--- config.mk ---
export PLATFORM = sky130hd
export DESIGN_NAME = game_pixel_gen
export DESIGN_NICKNAME = d
export VERILOG_FILES = /design/src/rtl/game_pixel_gen.sv
export SDC_FILE = /design/constraint.sdc
export NUM_CORES = 1
export LEC_CHECK = 0
export CAP_MARGIN = 40
export CORE_UTILIZATION = 43
export DETAILED_ROUTE_END_ITERATION = 6
export PLACE_DENSITY = 0.75
export SLEW_MARGIN = 30
export SYNTH_ARGS = -nofsm -noshare
export SYNTH_HDL_FRONTEND = slang
export SYNTH_SLANG_ARGS = --single-unit
export TNS_END_PERCENT = 10
--- constraint.sdc ---
create_clock -name clk -period 5.4 [get_ports clk]
set_input_delay 0.54 -clock clk [delete_from_list [all_inputs] [get_ports clk]]
set_output_delay 0.54 -clock clk [all_outputs]
set_load 0.005 [all_outputs]
--- src/rtl/game_pixel_gen.sv ---
// -----------------------------------------------------------------------------
// game_pixel_gen
//   Per-pixel colour source for a 1440x900 VGA timing stage. It holds the game
//   state (paddle, bouncing ball, score and an IDLE/PLAY/LOST FSM) and returns a
//   registered 4-bit R/G/B colour one clock after each curr_x/curr_y. Game state
//   only advances on a frame tick, taken from curr_y wrapping back to row 0.
//
// Ports
//   clk        in   1   pixel clock shared with the timing stage
//   rst        in   1   synchronous active-high reset
//   curr_x     in   11  current pixel column
//   curr_y     in   11  current pixel row
//   btn_left   in   1   asynchronous button, paddle left
//   btn_right  in   1   asynchronous button, paddle right
//   btn_fire   in   1   asynchronous button, launch ball from IDLE
//   rin/gin/bin out 4   registered pixel colour
//   score      out  8   paddle hits this game, saturating at 255
//   game_state out  2   00 IDLE, 01 PLAY, 10 LOST
// -----------------------------------------------------------------------------
module game_pixel_gen #(
  parameter int H_ACTIVE     = 1440,
  parameter int V_ACTIVE     = 900,
  parameter int BORDER       = 8,
  parameter int PADDLE_W     = 128,
  parameter int PADDLE_H     = 8,
  parameter int PADDLE_Y     = 868,
  parameter int PADDLE_SPEED = 4,
  parameter int BALL_SIZE    = 16,
  parameter int BALL_SPEED   = 4,
  parameter int LOST_FRAMES  = 120
) (
  input  logic        clk,
  input  logic        rst,
  input  logic [10:0] curr_x,
  input  logic [10:0] curr_y,
  input  logic        btn_left,
  input  logic        btn_right,
  input  logic        btn_fire,
  output logic [3:0]  rin,
  output logic [3:0]  gin,
  output logic [3:0]  bin,
  output logic [7:0]  score,
  output logic [1:0]  game_state
);

  typedef enum logic [1:0] {
    S_IDLE = 2'b00,
    S_PLAY = 2'b01,
    S_LOST = 2'b10
  } state_t;

  localparam int LC_W = $clog2(LOST_FRAMES);

  // All position arithmetic is 12-bit signed so that a step below zero is
  // visible as a negative value instead of wrapping.
  localparam logic signed [11:0] L_HA      = 12'(H_ACTIVE);
  localparam logic signed [11:0] L_VA      = 12'(V_ACTIVE);
  localparam logic signed [11:0] L_BORDER  = 12'(BORDER);
  localparam logic signed [11:0] L_PW      = 12'(PADDLE_W);
  localparam logic signed [11:0] L_PH      = 12'(PADDLE_H);
  localparam logic signed [11:0] L_PY      = 12'(PADDLE_Y);
  localparam logic signed [11:0] L_PSPD    = 12'(PADDLE_SPEED);
  localparam logic signed [11:0] L_BALL    = 12'(BALL_SIZE);
  localparam logic signed [11:0] L_BSPD    = 12'(BALL_SPEED);
  localparam logic signed [11:0] L_PX_MAX  = 12'(H_ACTIVE - PADDLE_W);
  localparam logic signed [11:0] L_PX0     = 12'((H_ACTIVE - PADDLE_W) / 2);
  localparam logic signed [11:0] L_BX0     = 12'((H_ACTIVE - BALL_SIZE) / 2);
  localparam logic signed [11:0] L_BY0     = 12'((V_ACTIVE - BALL_SIZE) / 2);
  localparam logic signed [11:0] L_BX_MAX  = 12'(H_ACTIVE - BORDER - BALL_SIZE);
  localparam logic signed [11:0] L_BY_HIT  = 12'(PADDLE_Y - BALL_SIZE);
  localparam logic [LC_W-1:0]    L_LC_LAST = LC_W'(LOST_FRAMES - 1);

  // Registered state
  logic              r_left_s1, r_left_s2;
  logic              r_right_s1, r_right_s2;
  logic              r_fire_s1, r_fire_s2;
  logic [10:0]       r_prev_y;
  state_t            r_state;
  logic signed [11:0] r_px, r_bx, r_by;
  logic              r_dir_r;   // 1: moving right
  logic              r_dir_u;   // 1: moving up
  logic [7:0]        r_score;
  logic [LC_W-1:0]   r_lost_cnt;
  logic [3:0]        r_rin, r_gin, r_bin;

  // Next-state values
  state_t            w_state_nxt;
  logic signed [11:0] w_px_mv, w_px_clamp, w_px_nxt;
  logic signed [11:0] w_bx_nxt, w_by_nxt, w_nx, w_ny;
  logic              w_dir_r_nxt, w_dir_u_nxt;
  logic [7:0]        w_score_nxt;
  logic [LC_W-1:0]   w_lost_cnt_nxt;
  logic              w_tick, w_overlap;

  // Pixel classification
  logic signed [11:0] w_x, w_y;
  logic              w_active, w_ball, w_paddle, w_border;
  logic [3:0]        w_rin, w_gin, w_bin;

  // Frame tick: first clock of row 0 after any other row.
  assign w_tick = (curr_y == 11'd0) && (r_prev_y != 11'd0);

  // Paddle candidate: step, then clamp into the visible range.
  always_comb begin
    w_px_mv = r_px;
    if (r_left_s2 && !r_right_s2) begin
      w_px_mv = r_px - L_PSPD;
    end else if (r_right_s2 && !r_left_s2) begin
      w_px_mv = r_px + L_PSPD;
    end
    w_px_clamp = w_px_mv;
    if (w_px_mv < 12'sd0) begin
      w_px_clamp = 12'sd0;
    end else if (w_px_mv > L_PX_MAX) begin
      w_px_clamp = L_PX_MAX;
    end
    w_px_nxt = w_tick ? w_px_clamp : r_px;
  end

  // Candidate ball step and paddle overlap against the paddle's new position.
  assign w_nx      = r_dir_r ? (r_bx + L_BSPD) : (r_bx - L_BSPD);
  assign w_ny      = r_dir_u ? (r_by - L_BSPD) : (r_by + L_BSPD);
  assign w_overlap = ((w_nx + L_BALL) > w_px_nxt) && (w_nx < (w_px_nxt + L_PW));

  // FSM next-state and ball update
  always_comb begin
    w_state_nxt    = r_state;
    w_bx_nxt       = r_bx;
    w_by_nxt       = r_by;
    w_dir_r_nxt    = r_dir_r;
    w_dir_u_nxt    = r_dir_u;
    w_score_nxt    = r_score;
    w_lost_cnt_nxt = r_lost_cnt;
    case (r_state)
      S_IDLE: begin
        w_bx_nxt    = L_BX0;
        w_by_nxt    = L_BY0;
        w_dir_r_nxt = 1'b1;
        w_dir_u_nxt = 1'b1;
        if (w_tick && r_fire_s2) begin
          w_state_nxt = S_PLAY;
          w_score_nxt = 8'd0;
        end
      end
      S_PLAY: begin
        if (w_tick) begin
          // Horizontal axis
          if (!r_dir_r && (w_nx < L_BORDER)) begin
            w_bx_nxt    = L_BORDER;
            w_dir_r_nxt = 1'b1;
          end else if (r_dir_r && ((w_nx + L_BALL) > (L_HA - L_BORDER))) begin
            w_bx_nxt    = L_BX_MAX;
            w_dir_r_nxt = 1'b0;
          end else begin
            w_bx_nxt = w_nx;
          end
          // Vertical axis; the paddle test only fires when the ball crosses
          // the paddle top from above on this step.
          if (r_dir_u) begin
            if (w_ny < L_BORDER) begin
              w_by_nxt    = L_BORDER;
              w_dir_u_nxt = 1'b0;
            end else begin
              w_by_nxt = w_ny;
            end
          end else if (((w_ny + L_BALL) >= L_PY) && ((r_by + L_BALL) <= L_PY) && w_overlap) begin
            w_by_nxt    = L_BY_HIT;
            w_dir_u_nxt = 1'b1;
            w_score_nxt = (r_score == 8'hFF) ? r_score : (r_score + 8'd1);
          end else if ((w_ny + L_BALL) >= L_VA) begin
            // Missed: the ball freezes where it was.
            w_state_nxt = S_LOST;
            w_bx_nxt    = r_bx;
            w_by_nxt    = r_by;
            w_dir_r_nxt = r_dir_r;
          end else begin
            w_by_nxt = w_ny;
          end
        end
      end
      S_LOST: begin
        if (w_tick) begin
          if (r_lost_cnt == L_LC_LAST) begin
            w_state_nxt    = S_IDLE;
            w_lost_cnt_nxt = '0;
            w_bx_nxt       = L_BX0;
            w_by_nxt       = L_BY0;
            w_dir_r_nxt    = 1'b1;
            w_dir_u_nxt    = 1'b1;
          end else begin
            w_lost_cnt_nxt = r_lost_cnt + 1'b1;
          end
        end
      end
      default: begin
        w_state_nxt = S_IDLE;
      end
    endcase
  end

  // Game state registers
  always_ff @(posedge clk) begin
    if (rst) begin
      r_left_s1  <= 1'b0;
      r_left_s2  <= 1'b0;
      r_right_s1 <= 1'b0;
      r_right_s2 <= 1'b0;
      r_fire_s1  <= 1'b0;
      r_fire_s2  <= 1'b0;
      r_prev_y   <= 11'd0;
      r_state    <= S_IDLE;
      r_px       <= L_PX0;
      r_bx       <= L_BX0;
      r_by       <= L_BY0;
      r_dir_r    <= 1'b1;
      r_dir_u    <= 1'b1;
      r_score    <= 8'd0;
      r_lost_cnt <= '0;
    end else begin
      r_left_s1  <= btn_left;
      r_left_s2  <= r_left_s1;
      r_right_s1 <= btn_right;
      r_right_s2 <= r_right_s1;
      r_fire_s1  <= btn_fire;
      r_fire_s2  <= r_fire_s1;
      r_prev_y   <= curr_y;
      r_state    <= w_state_nxt;
      r_px       <= w_px_nxt;
      r_bx       <= w_bx_nxt;
      r_by       <= w_by_nxt;
      r_dir_r    <= w_dir_r_nxt;
      r_dir_u    <= w_dir_u_nxt;
      r_score    <= w_score_nxt;
      r_lost_cnt <= w_lost_cnt_nxt;
    end
  end

  // Pixel classification, highest priority first: ball, paddle, border.
  assign w_x      = $signed({1'b0, curr_x});
  assign w_y      = $signed({1'b0, curr_y});
  assign w_active = (w_x < L_HA) && (w_y < L_VA);
  assign w_ball   = (w_x >= r_bx) && (w_x < (r_bx + L_BALL)) &&
                    (w_y >= r_by) && (w_y < (r_by + L_BALL));
  assign w_paddle = (w_x >= r_px) && (w_x < (r_px + L_PW)) &&
                    (w_y >= L_PY) && (w_y < (L_PY + L_PH));
  assign w_border = (w_x < L_BORDER) || (w_x >= (L_HA - L_BORDER)) || (w_y < L_BORDER);

  always_comb begin
    w_rin = 4'h0;
    w_gin = 4'h0;
    w_bin = 4'h0;
    if (w_active) begin
      if (w_ball) begin
        w_rin = 4'hF;
        w_gin = 4'hF;
        w_bin = 4'hF;
      end else if (w_paddle) begin
        w_gin = 4'hF;
        w_bin = 4'hF;
      end else if (w_border) begin
        w_rin = 4'h8;
        w_gin = 4'h8;
        w_bin = 4'h8;
      end else if (r_state == S_LOST) begin
        w_rin = 4'h8;
      end
    end
  end

  // Output colour register: one clock after curr_x/curr_y
  always_ff @(posedge clk) begin
    if (rst) begin
      r_rin <= 4'h0;
      r_gin <= 4'h0;
      r_bin <= 4'h0;
    end else begin
      r_rin <= w_rin;
      r_gin <= w_gin;
      r_bin <= w_bin;
    end
  end

  assign rin        = r_rin;
  assign gin        = r_gin;
  assign bin        = r_bin;
  assign score      = r_score;
  assign game_state = r_state;

endmodule
After elaboration in Yosys (flattened, before gate mapping)
Cells that the tools add are included.
- input bits: 27
- bits in latches: 0
- bits in read-only memories: 0
- bits in registers: 80
- memories kept: 0
- output and inout bits: 22
- RAM bits: 0
- shift operators: 0
- bitwise operators: 1
- $mul: 0
- multiplexer cells: 60
- equal/unequal tests: 14
- reductions and logical operators: 32
- add/subtract/negate cells: 14
- $lt $le $gt $ge: 23
- divide/modulo/power cells: 0
- operator list (kind ; count):
    12-bit two-way mux ; 22
    12-bit case mux with 3 select lines ; 2
    12-bit by 6-bit adder with 12-bit output, second input constant ; 4
    12-bit < comparator ; 4
    8-bit two-way mux ; 5
    12-bit by 4-bit adder with 12-bit output, second input constant ; 3
    12-bit greater-or-equal comparator ; 3
    12-bit by 4-bit subtractor with 12-bit output, second input constant ; 3
    4-bit two-way mux ; 7
    12-bit by 9-bit adder with 12-bit output, second input constant ; 2
    12-bit by 11-bit greater-or-equal comparator with 1-bit output, second input constant ; 2
    12-bit > comparator, second input constant ; 2
    12-bit by 5-bit < comparator with 1-bit output, second input constant ; 2
    11-bit by 10-bit < comparator with 1-bit output, second input constant ; 2
    11-bit by 4-bit < comparator with 1-bit output, second input constant ; 2
    2-bit != test, second input constant ; 9
    1-bit logical AND ; 16
    8-bit case mux with 2 select lines ; 1
    2-bit two-way mux ; 7
    12-bit > comparator ; 1
    12-bit by 11-bit less-or-equal comparator with 1-bit output, second input constant ; 1
    12-bit by 1-bit < comparator with 1-bit output, second input constant ; 1
    1-bit two-way mux ; 12
    11-bit by 10-bit greater-or-equal comparator with 1-bit output, second input constant ; 1
    26 further kinds ; 30

Longest topological paths before layout
Gate-level depths: netlist of run 1.
- word-level depth: 16
- depth in mapped cells: 28

Least setup slack after synthesis of run 1
No wires, ideal clock.
- kind: flip-flop to flip-flop
- start point: reg r_px[2]
- end point: reg r_by[3]
- arrival time: 5.569 ns
- library setup time: 0.117 ns
- cell stages (with the launch flop): 27
- slack: -0.286 ns
- path through: dfxtp_1 -> inv_1 -> ha_1 -> and4bb_2 -> a31o_2 -> o221ai_1 -> a221o_1 -> nand3_1 -> and3_1 -> buf_4 -> and4_1 -> a21oi_1 -> inv_1 -> ha_1 -> xor2_1 -> ha_1 -> a21o_1 -> a21o_1 -> a21oi_1 -> nand2_1 -> a211oi_1 -> nand2_1 -> o221ai_2 -> xor2_2 -> o31a_1 -> or4_4 -> o22a_1
- longest elaborated chain between the ends: 15
- RTL lines (what ; RTL line ; RTL):
    start, declared ; 79 ; logic signed [11:0] r_px, r_bx, r_by;
    start signal, assigned ; 228 ; r_px <= w_px_nxt;
    12-bit by 4-bit adder with 12-bit output ; 109 ; w_px_mv = r_px + L_PSPD;
    12-bit two-way mux ; 108 ; end else if (r_right_s2 && !r_left_s2) begin
    12-bit two-way mux (*) ; 106 ; if (r_left_s2 && !r_right_s2) begin
    12-bit > comparator ; 114 ; end else if (w_px_mv > L_PX_MAX) begin
    12-bit two-way mux ; 114 ;
    12-bit two-way mux (*) ; 112 ; if (w_px_mv < 12'sd0) begin
    12-bit two-way mux (*) ; 117 ; w_px_nxt = w_tick ? w_px_clamp : r_px;
    named net w_px_nxt[7] ; 88 ; logic signed [11:0] w_px_mv, w_px_clamp, w_px_nxt;
    12-bit by 9-bit adder with 12-bit output ; 123 ; assign w_overlap = ((w_nx + L_BALL) > w_px_nxt) && (w_nx < (w_px_nxt + L_PW));
    12-bit < comparator ; 123 ;
    1-bit logical AND (*) ; 123 ;
    1-bit logical AND (*) ; 166 ; end else if (((w_ny + L_BALL) >= L_PY) && ((r_by + L_BALL) <= L_PY) && w_overlap) begin
    12-bit two-way mux ; 166 ;
    12-bit two-way mux ; 159 ; if (r_dir_u) begin
    12-bit two-way mux ; 146 ; if (w_tick) begin
    12-bit case mux with 3 select lines ; 134 ; case (r_state)
    end signal, assigned ; 230 ; r_by <= w_by_nxt;
    end, declared ; 79 ;
Mark *: on every way through the listed nets, which the timed path passes. The rest lies on a longest branch. The select of a mux whose other input is x is not followed.
A chain may end at the register's enable or synchronous reset.

Worst setup path in the final report of run 1
- start point: reg r_px[2]
- end point: reg r_by[7]
Same word-level chain as after synthesis.

==> results.md, run 1 <==
* Final std cell area, no fill at around 8600 sq um
* Avg Vias per Cell at around 5.7
* Via count of the routed design at just under 7000
* Status: complete, no violations
* Crit end category: flop
* Worst hold margin at approximately 440 ps
* Longest Clk Path Bufs at 2
* IO Pins at a little under 50
* Mean instance size in the synthesized netlist at a little over 8 sq um
* Hold Crit Start: r_fire_s1
* Area delta synth->final at 24.8%
* Commonest non-fill, non-tap cell in the layout: ha_1
* Max-cap violations at 0
* Register area share after synthesis at 0.212
* Die H at around 130 microns
* Core area at 15400 sq um
* Placed Area at 8040 sq um
* Worst-path clk slew at 70 ps
* Fraction of registers with async set/reset at 0
* IR drop worst, VDD at ~150 uV
* Final Max Tran Viols at 0
* Pre-Repair DR Iteration Count at 5
* Critical path class: flop to flop
* Synthesized net count at ~980
* Ys flop type: dfxtp_1
* Synth Register Bits at between 70 and 80
* Nets at 1089
* DP HPWL at between 10 and 15 mm
* Overall routing resource usage at 0.230
* Synth Cell Area at between 6000 and 7000 sq um
* Final GP Congestion at 0.931
* CP startpoint: r_px[2]
* Data arrival, critical path at roughly 5500 ps
* Fraction of layout cells with a size suffix above 1 at 0.169
* Total congestion overflow at 0
* Die X at roughly 130 microns
* Post-synth cell types at 83
* Required time of the critical path at roughly 5600 ps
* Detail Route Antenna Nets at 0
* CP startpoint kind: flop
* Diodes inserted at 0
* Final Hold Fails at 0
* Synth Instances at 853
* Vias in the first global route at around 6500
* Drt wl/cell at ~16 microns
* Row count at between 40 and 50
* Total chip power at ~1.4 mW
* Max H-tree Level at 3
* Leakage power at approximately 3.6 nW
* Routed WL at ~19 mm
* Class of the most critical hold timing path: flop to flop
* DRC at 0
* Starting density of the core at 0.447
* Max FO, Critical Path at 4
* Most frequent cells in the layout: 95 x ha_1, 85 x buf_4, 65 x dfxtp_1, 57 x nand2_1, 55 x nor2_1
* Initial drt markers at roughly 540
* Clock Latency Late Sink at between 300 and 400 ps
* CTS sink cnt at 73
* Largest net degree at the start of global routing at 46
* PD cells at around 160 nW/um^2
* CTS root buf: clkbuf_16
* CTS tree: built
* Clock skew at between 9 and 10 ps
* Fmax at roughly 0.19 GHz
* Endpoints failing setup at 0
* Synth warn at 0
* Total die area at between 15000 and 20000 sq um
* Least-Margin Pin Slew at around 770 ps
* Buffers on Ports at 48
* Period utilisation layout at 0.982
* Crit path time final at 5300 ps
* CTS buffer count at 9
* Initial antenna violation count at 0
* Rel. slew slack at 0.483
* Global-route wire length before repair at between 30 and 40 mm
* Reg-to-reg startpoint: r_px[2]
* CTS Hold Buffers Added at 0
* Post-synth EDFFs at 0
* RSZ-0062 raised after global routing: true
per-layer routing:
layer	global-route usage	up-vias	part of all wire
li1	-	3341	-
met1	0.305	3156	0.47
met2	0.369	237	0.44
met3	0.0416	35	0.063
met4	0.0948	0	0.021
met5	0	-	0
cell families (layout without fill, tap and decap cells):
group,count (synthesis),count (layout),synth area share
flops,73,73,0.212
compound gates,224,224,0.230
simple gates,306,306,0.238
xor+xnor,52,52,0.0691
buf+inv,89,204,0.0550
mux,10,10,0.0147
fa+ha+maj,99,99,0.182
where the power goes:
| group | leakage [nW] | switching (mW) | internal [mW] |
|---|---|---|---|
| clock | 0.146 | 0.258 | 0.375 |
| sequential | 0.595 | 0.00428 | 0.549 |
| combinational | 2.91 | 0.0900 | 0.0875 |
| total | 3.65 | 0.352 | 1.01 |
state kept, by name, summed over array words and instances (netlist names):
signal	count
r_px	12
r_dir_u	1
r_left_s1	1
r_prev_y	11
r_bx	10
r_fire_s1	1
r_right_s2	1
r_lost_cnt	7
r_dir_r	1
r_right_s1	1
r_left_s2	1
score	8
game_state	2
r_fire_s2	1
r_by	11
bin	2
rin	2
final cells by class:
class	count	area (sq um)
Tap cell	211	264
Timing Repair Buffer	133	1110
Clock inverter	6	71.3
Clock buffer	10	239
Sequential cell	73	1470
Fill cell	1384	6820
Inverter	55	206
Multi-Input combinational cell	691	5240
cell usage after synthesis (3+ instances only):
library cell  number  area share
nand3b_1           5      0.0054
nand2b_1          14       0.013
mux2i_1            9       0.013
o41ai_1            5      0.0063
and3_1            18       0.016
and2_1             9      0.0082
nand3_1           29       0.021
a21boi_0           4      0.0044
a21oi_1           42       0.030
nand4_1           20       0.018
o31a_1             3      0.0038
o211ai_1          12       0.013
nor4_1            10      0.0091
nor2_1            56       0.030
a31oi_1            8      0.0073
dfxtp_1           73        0.21
nand2_1           57       0.031
a221o_1            4      0.0058
or3_1              4      0.0036
o22a_1             3      0.0038
o31ai_1            3      0.0033
nor2b_1           28       0.025
o21bai_1           5      0.0054
xor2_1            22       0.028
or4_1              7      0.0076
o22ai_1            6      0.0054
nor3_1            26       0.019
ha_1              97        0.18
buf_2              3      0.0022
xnor2_1           28       0.036
nor3b_1            5      0.0054
o21ai_0           37       0.027
buf_4              9      0.0098
a211oi_1           7      0.0076
a22oi_1            3      0.0033
o21a_1            31       0.034
clkbuf_1          21       0.011
o41a_1             3      0.0049
a21o_1            19       0.021
or2_2              4      0.0036
inv_1             55       0.030
worst max-delay path: stages (launching register included):
cell and delay, ps:
dfxtp_2 330, inv_2 50, ha_4 260, and4bb_2 240, a31o_4 210, o221ai_2 170
a221o_1 200, nand3_2 80, and3_4 200, and4_1 210, a21oi_2 170, inv_2 80
ha_4 170, xor2_1 150, ha_1 330, a21o_1 170, a21o_1 160, a21oi_2 130
nand2_1 90, a211oi_2 230, nand2_1 110, o221ai_2 260, xor2_2 150, buf_4 160
o41a_1 440, and3_4 180, a221o_1 280
path summary, 6_finish.rpt:
| path | cells after the start | end | slack (ps) |
|---|---|---|---|
| max | 26 | r_by[7] | 100 |
| min | 1 | r_fire_s2 | 440 |
| max reg2reg | 26 | r_by[7] | 100 |
| min reg2reg | 1 | r_fire_s2 | 440 |
timing repair:
action / 4_1_cts / 5_1_grt
setup endpoints to repair: 17 / 33
gates resized for setup: 5 / 37
cloned: 0 / 0
pin swaps: 8 / 23
buffers inserted: 3 / 7
stage by stage:
stage          worst slack (ps)  setup TNS [ps]  cells  utilization
6_report                   98.0               0   1179        0.558
3_5_place_dp               -224           -2180   1153        0.521
4_1_cts                    19.1               0   1172        0.544
3_3_place_gp              -48.2            -156   1153        0.521
5_1_grt                    -160           -2020   1179        0.558
2_1_floorplan             -36.7            -113    853            -
(Power assumes the default switching activity.)
==> run 2: changes to the inputs <==
- HOLD_SLACK_MARGIN: unset -> 0.08
- TNS_END_PERCENT: 10 -> unset
==> run 2 against run 1 <==
Setup slack better by 35 ps. Cell area about the same. Critical path depth down 2. Clock power shrank 2%. Via count grew 0.40%. Sequential power barely moved. Non-clock buffer count shrank 4. Clock-buffer cell count unchanged. Routed wire length up 1.5%. Global-route usage is 0.48 points higher. Critical endpoint is now r_by[3]. Hold slack worse by 2.3 ps.
==> results.md, run 2 (same netlist as run 1, synthesis figures left out) <==
* Total congestion overflow at 0 (unchanged)
* Max-cap violations at 0 (unchanged)
* Clock skew at 11.3 ps (was 9.93 ps)
* CP startpoint kind: flop (unchanged)
* Leakage power at 3.63 nW (was 3.65 nW)
* Detail Route Antenna Nets at 0 (unchanged)
* CTS root buf: clkbuf_16 (unchanged)
* Class of the most critical hold timing path: flop to flop (unchanged)
* Worst setup margin at 133 ps (was 98.0 ps)
* Final Hold Fails at 0 (unchanged)
* Routed WL at 19.2 mm (was 19.0 mm)
* DRC at 0 (unchanged)
* Total chip power at 1.35 mW (was 1.36 mW)
* Commonest non-fill, non-tap cell in the layout: ha_1 (unchanged)
* Data arrival, critical path at 5510 ps (was 5540 ps)
* Die X at 129 microns (unchanged)
* Row count at 45 (unchanged)
* Final std cell area, no fill at 8600 sq um (about the same)
* Placed cells at 1150 (was 1153)
* Placed Area at 8030 sq um (was 8040 sq um)
* CTS buffer count at 9 (unchanged)
* Post-Layout Cell Count at 1175 (was 1179)
* Flip-flop count of the largest register after layout at 12 (unchanged)
* Max FO, Critical Path at 7 (was 4)
* CTS sink cnt at 73 (unchanged)
* Drt wl/cell at 16.4 microns (was 16.1 microns)
* Pre-Repair DR Iteration Count at 5 (unchanged)
* Initial drt markers at 450 (was 541)
* Starting density of the core at 0.447 (unchanged)
* Endpoints failing setup at 0 (unchanged)
* CP Cell Sequence: buf_6, nor2_2, and3_4, or3_4, a221o_1, nand3_2, and3_4, buf_6, nand2_4, nor3_4, a21oi_4, nor3_2, xor2_1, ha_1, a21o_1, a21oi_2, nand2_1, a211oi_2, nand2_1, o221ai_2, xor2_2, o31a_1, or4_4, o22a_1
* Longest Clk Path Bufs at 2 (unchanged)
* Crit path time final at 5270 ps (was 5300 ps)
* Die H at 129 microns (unchanged)
* Fmax at 0.190 GHz (was 0.189 GHz)
* Global-route wire length before repair at 31.2 mm (was 30.6 mm)
* Nets at 1085 (was 1089)
* Total die area at 16500 sq um (unchanged)
* CTS tree: built (unchanged)
* Final Max Tran Viols at 0 (unchanged)
* Required time of the critical path at 5640 ps (about the same)
* Area delta synth->final at 24.7% (was 24.8%)
* Max H-tree Level at 3 (unchanged)
* Largest net degree at the start of global routing at 46 (unchanged)
* Overall routing resource usage at 0.235 (was 0.230)
* Slowest-stage cell, CP: or4_4 (was o41a_1)
* Top flop regs: r_px: 12 flops, r_by: 11 flops, r_prev_y: 11 flops (unchanged)
* Vias in the first global route at 6426 (was 6469)
* Initial antenna violation count at 0 (unchanged)
* Most frequent cells in the layout: 94 x ha_1, 78 x buf_4, 66 x dfxtp_1, 56 x nand2_1, 54 x nor2_1 (was 95 x ha_1, 85 x buf_4, 65 x dfxtp_1, 57 x nand2_1, 55 x nor2_1)
* DP HPWL at 14.7 mm (was 14.3 mm)
* Least-Margin Pin Slew at 798 ps (was 770 ps)
* Rel. slew slack at 0.467 (was 0.483)
* Crit end category: flop (unchanged)
* Period utilisation layout at 0.975 (was 0.982)
* Worst-path clk slew at 60 ps (was 70 ps)
* Final GP Congestion at 0.924 (was 0.931)
* Avg Vias per Cell at 5.78 (was 5.74)
* CTS Hold Buffers Added at 0 (unchanged)
* Pre-CTS WS at -184 ps (was -224 ps)
* Status: complete, no violations (unchanged)
* IO Pins at 49 (unchanged)
* Core area at 15400 sq um (unchanged)
* Diodes inserted at 0 (unchanged)
* Clock Latency Late Sink at 360 ps (was 350 ps)
* Total Neg Setup Slack at 0 ps (unchanged)
* Critical path class: flop to flop (unchanged)
* IR drop worst, VDD at 208 uV (was 149 uV)
* Via count of the routed design at 6796 (was 6769)
* Biggest register: r_px (unchanged)
* PD cells at 158 nW/um^2 (about the same)
* RSZ-0062 raised after global routing: true (unchanged)
* Fraction of layout cells with a size suffix above 1 at 0.168 (was 0.169)
* Buffers on Ports at 48 (unchanged)
* Slowest stage delay, CP at 530 ps (was 440 ps)
run 2: layout make-up:
type                            instances  area, sq um
Clock inverter                          6         65.1
Timing Repair Buffer                  129         1090
Clock buffer                           10          239
Fill cell                            1439         6830
Tap cell                              211          264
Sequential cell                        73         1470
Multi-Input combinational cell        691         5270
Inverter                               55          206
run 2: per-layer routing:
metal | track usage | wire (microns) | vias to the layer above
li1 | - | - | 3337
met1 | 0.311 | 8840 | 3175
met2 | 0.385 | 8700 | 247
met3 | 0.0437 | 1220 | 37
met4 | 0.0761 | 478 | 0
met5 | 0 | 0 | -
run 2: critical path, delay by kind of cell, from the launching register on:
kind	cells	cell delay, ps
adders and majority gates	1	270
xor gates and xnor gates	2	350
buffers and inverters	2	250
AOI/OAI and AO/OA	8	1810
and+or+nand+nor	11	2120
DFF	1	340
run 2: path summary, 6_finish.rpt:
check | to | cells past startpoint | startpoint | slack [ps]
max | r_by[3] | 24 | r_px[2] | 130
min | r_fire_s2 | 1 | r_fire_s1 | 440
max reg2reg | r_by[3] | 24 | r_px[2] | 130
min reg2reg | r_fire_s2 | 1 | r_fire_s1 | 440
run 2: repair_timing:
action | CTS | global route
pin swaps | 5 | 26
gates resized for setup | 6 | 44
setup endpoints to repair | 19 | 33
buffers inserted | 1 | 7
run 2: metrics by stage:
| stage | hold WS (ps) | util |
|---|---|---|
| after CTS | 444 | 0.542 |
| after floorplan | 414 | - |
| after global routing | 464 | 0.558 |
| final | 438 | 0.558 |
| after detailed placement | 430 | 0.520 |
| after global placement | 424 | 0.520 |
run 2: where the power goes:
part | switching, mW | internal, mW | total, mW
clock network | 0.250 | 0.371 | 0.620
logic | 0.0933 | 0.0881 | 0.181
registers | 0.00457 | 0.549 | 0.553
total | 0.347 | 1.01 | 1.35
==> run 3: changes to the inputs <==
- ABC_CLOCK_PERIOD_IN_PS: unset -> 5400
==> results of run 3 <==
Final layout, timing and power as in run 2 (identical DEF).
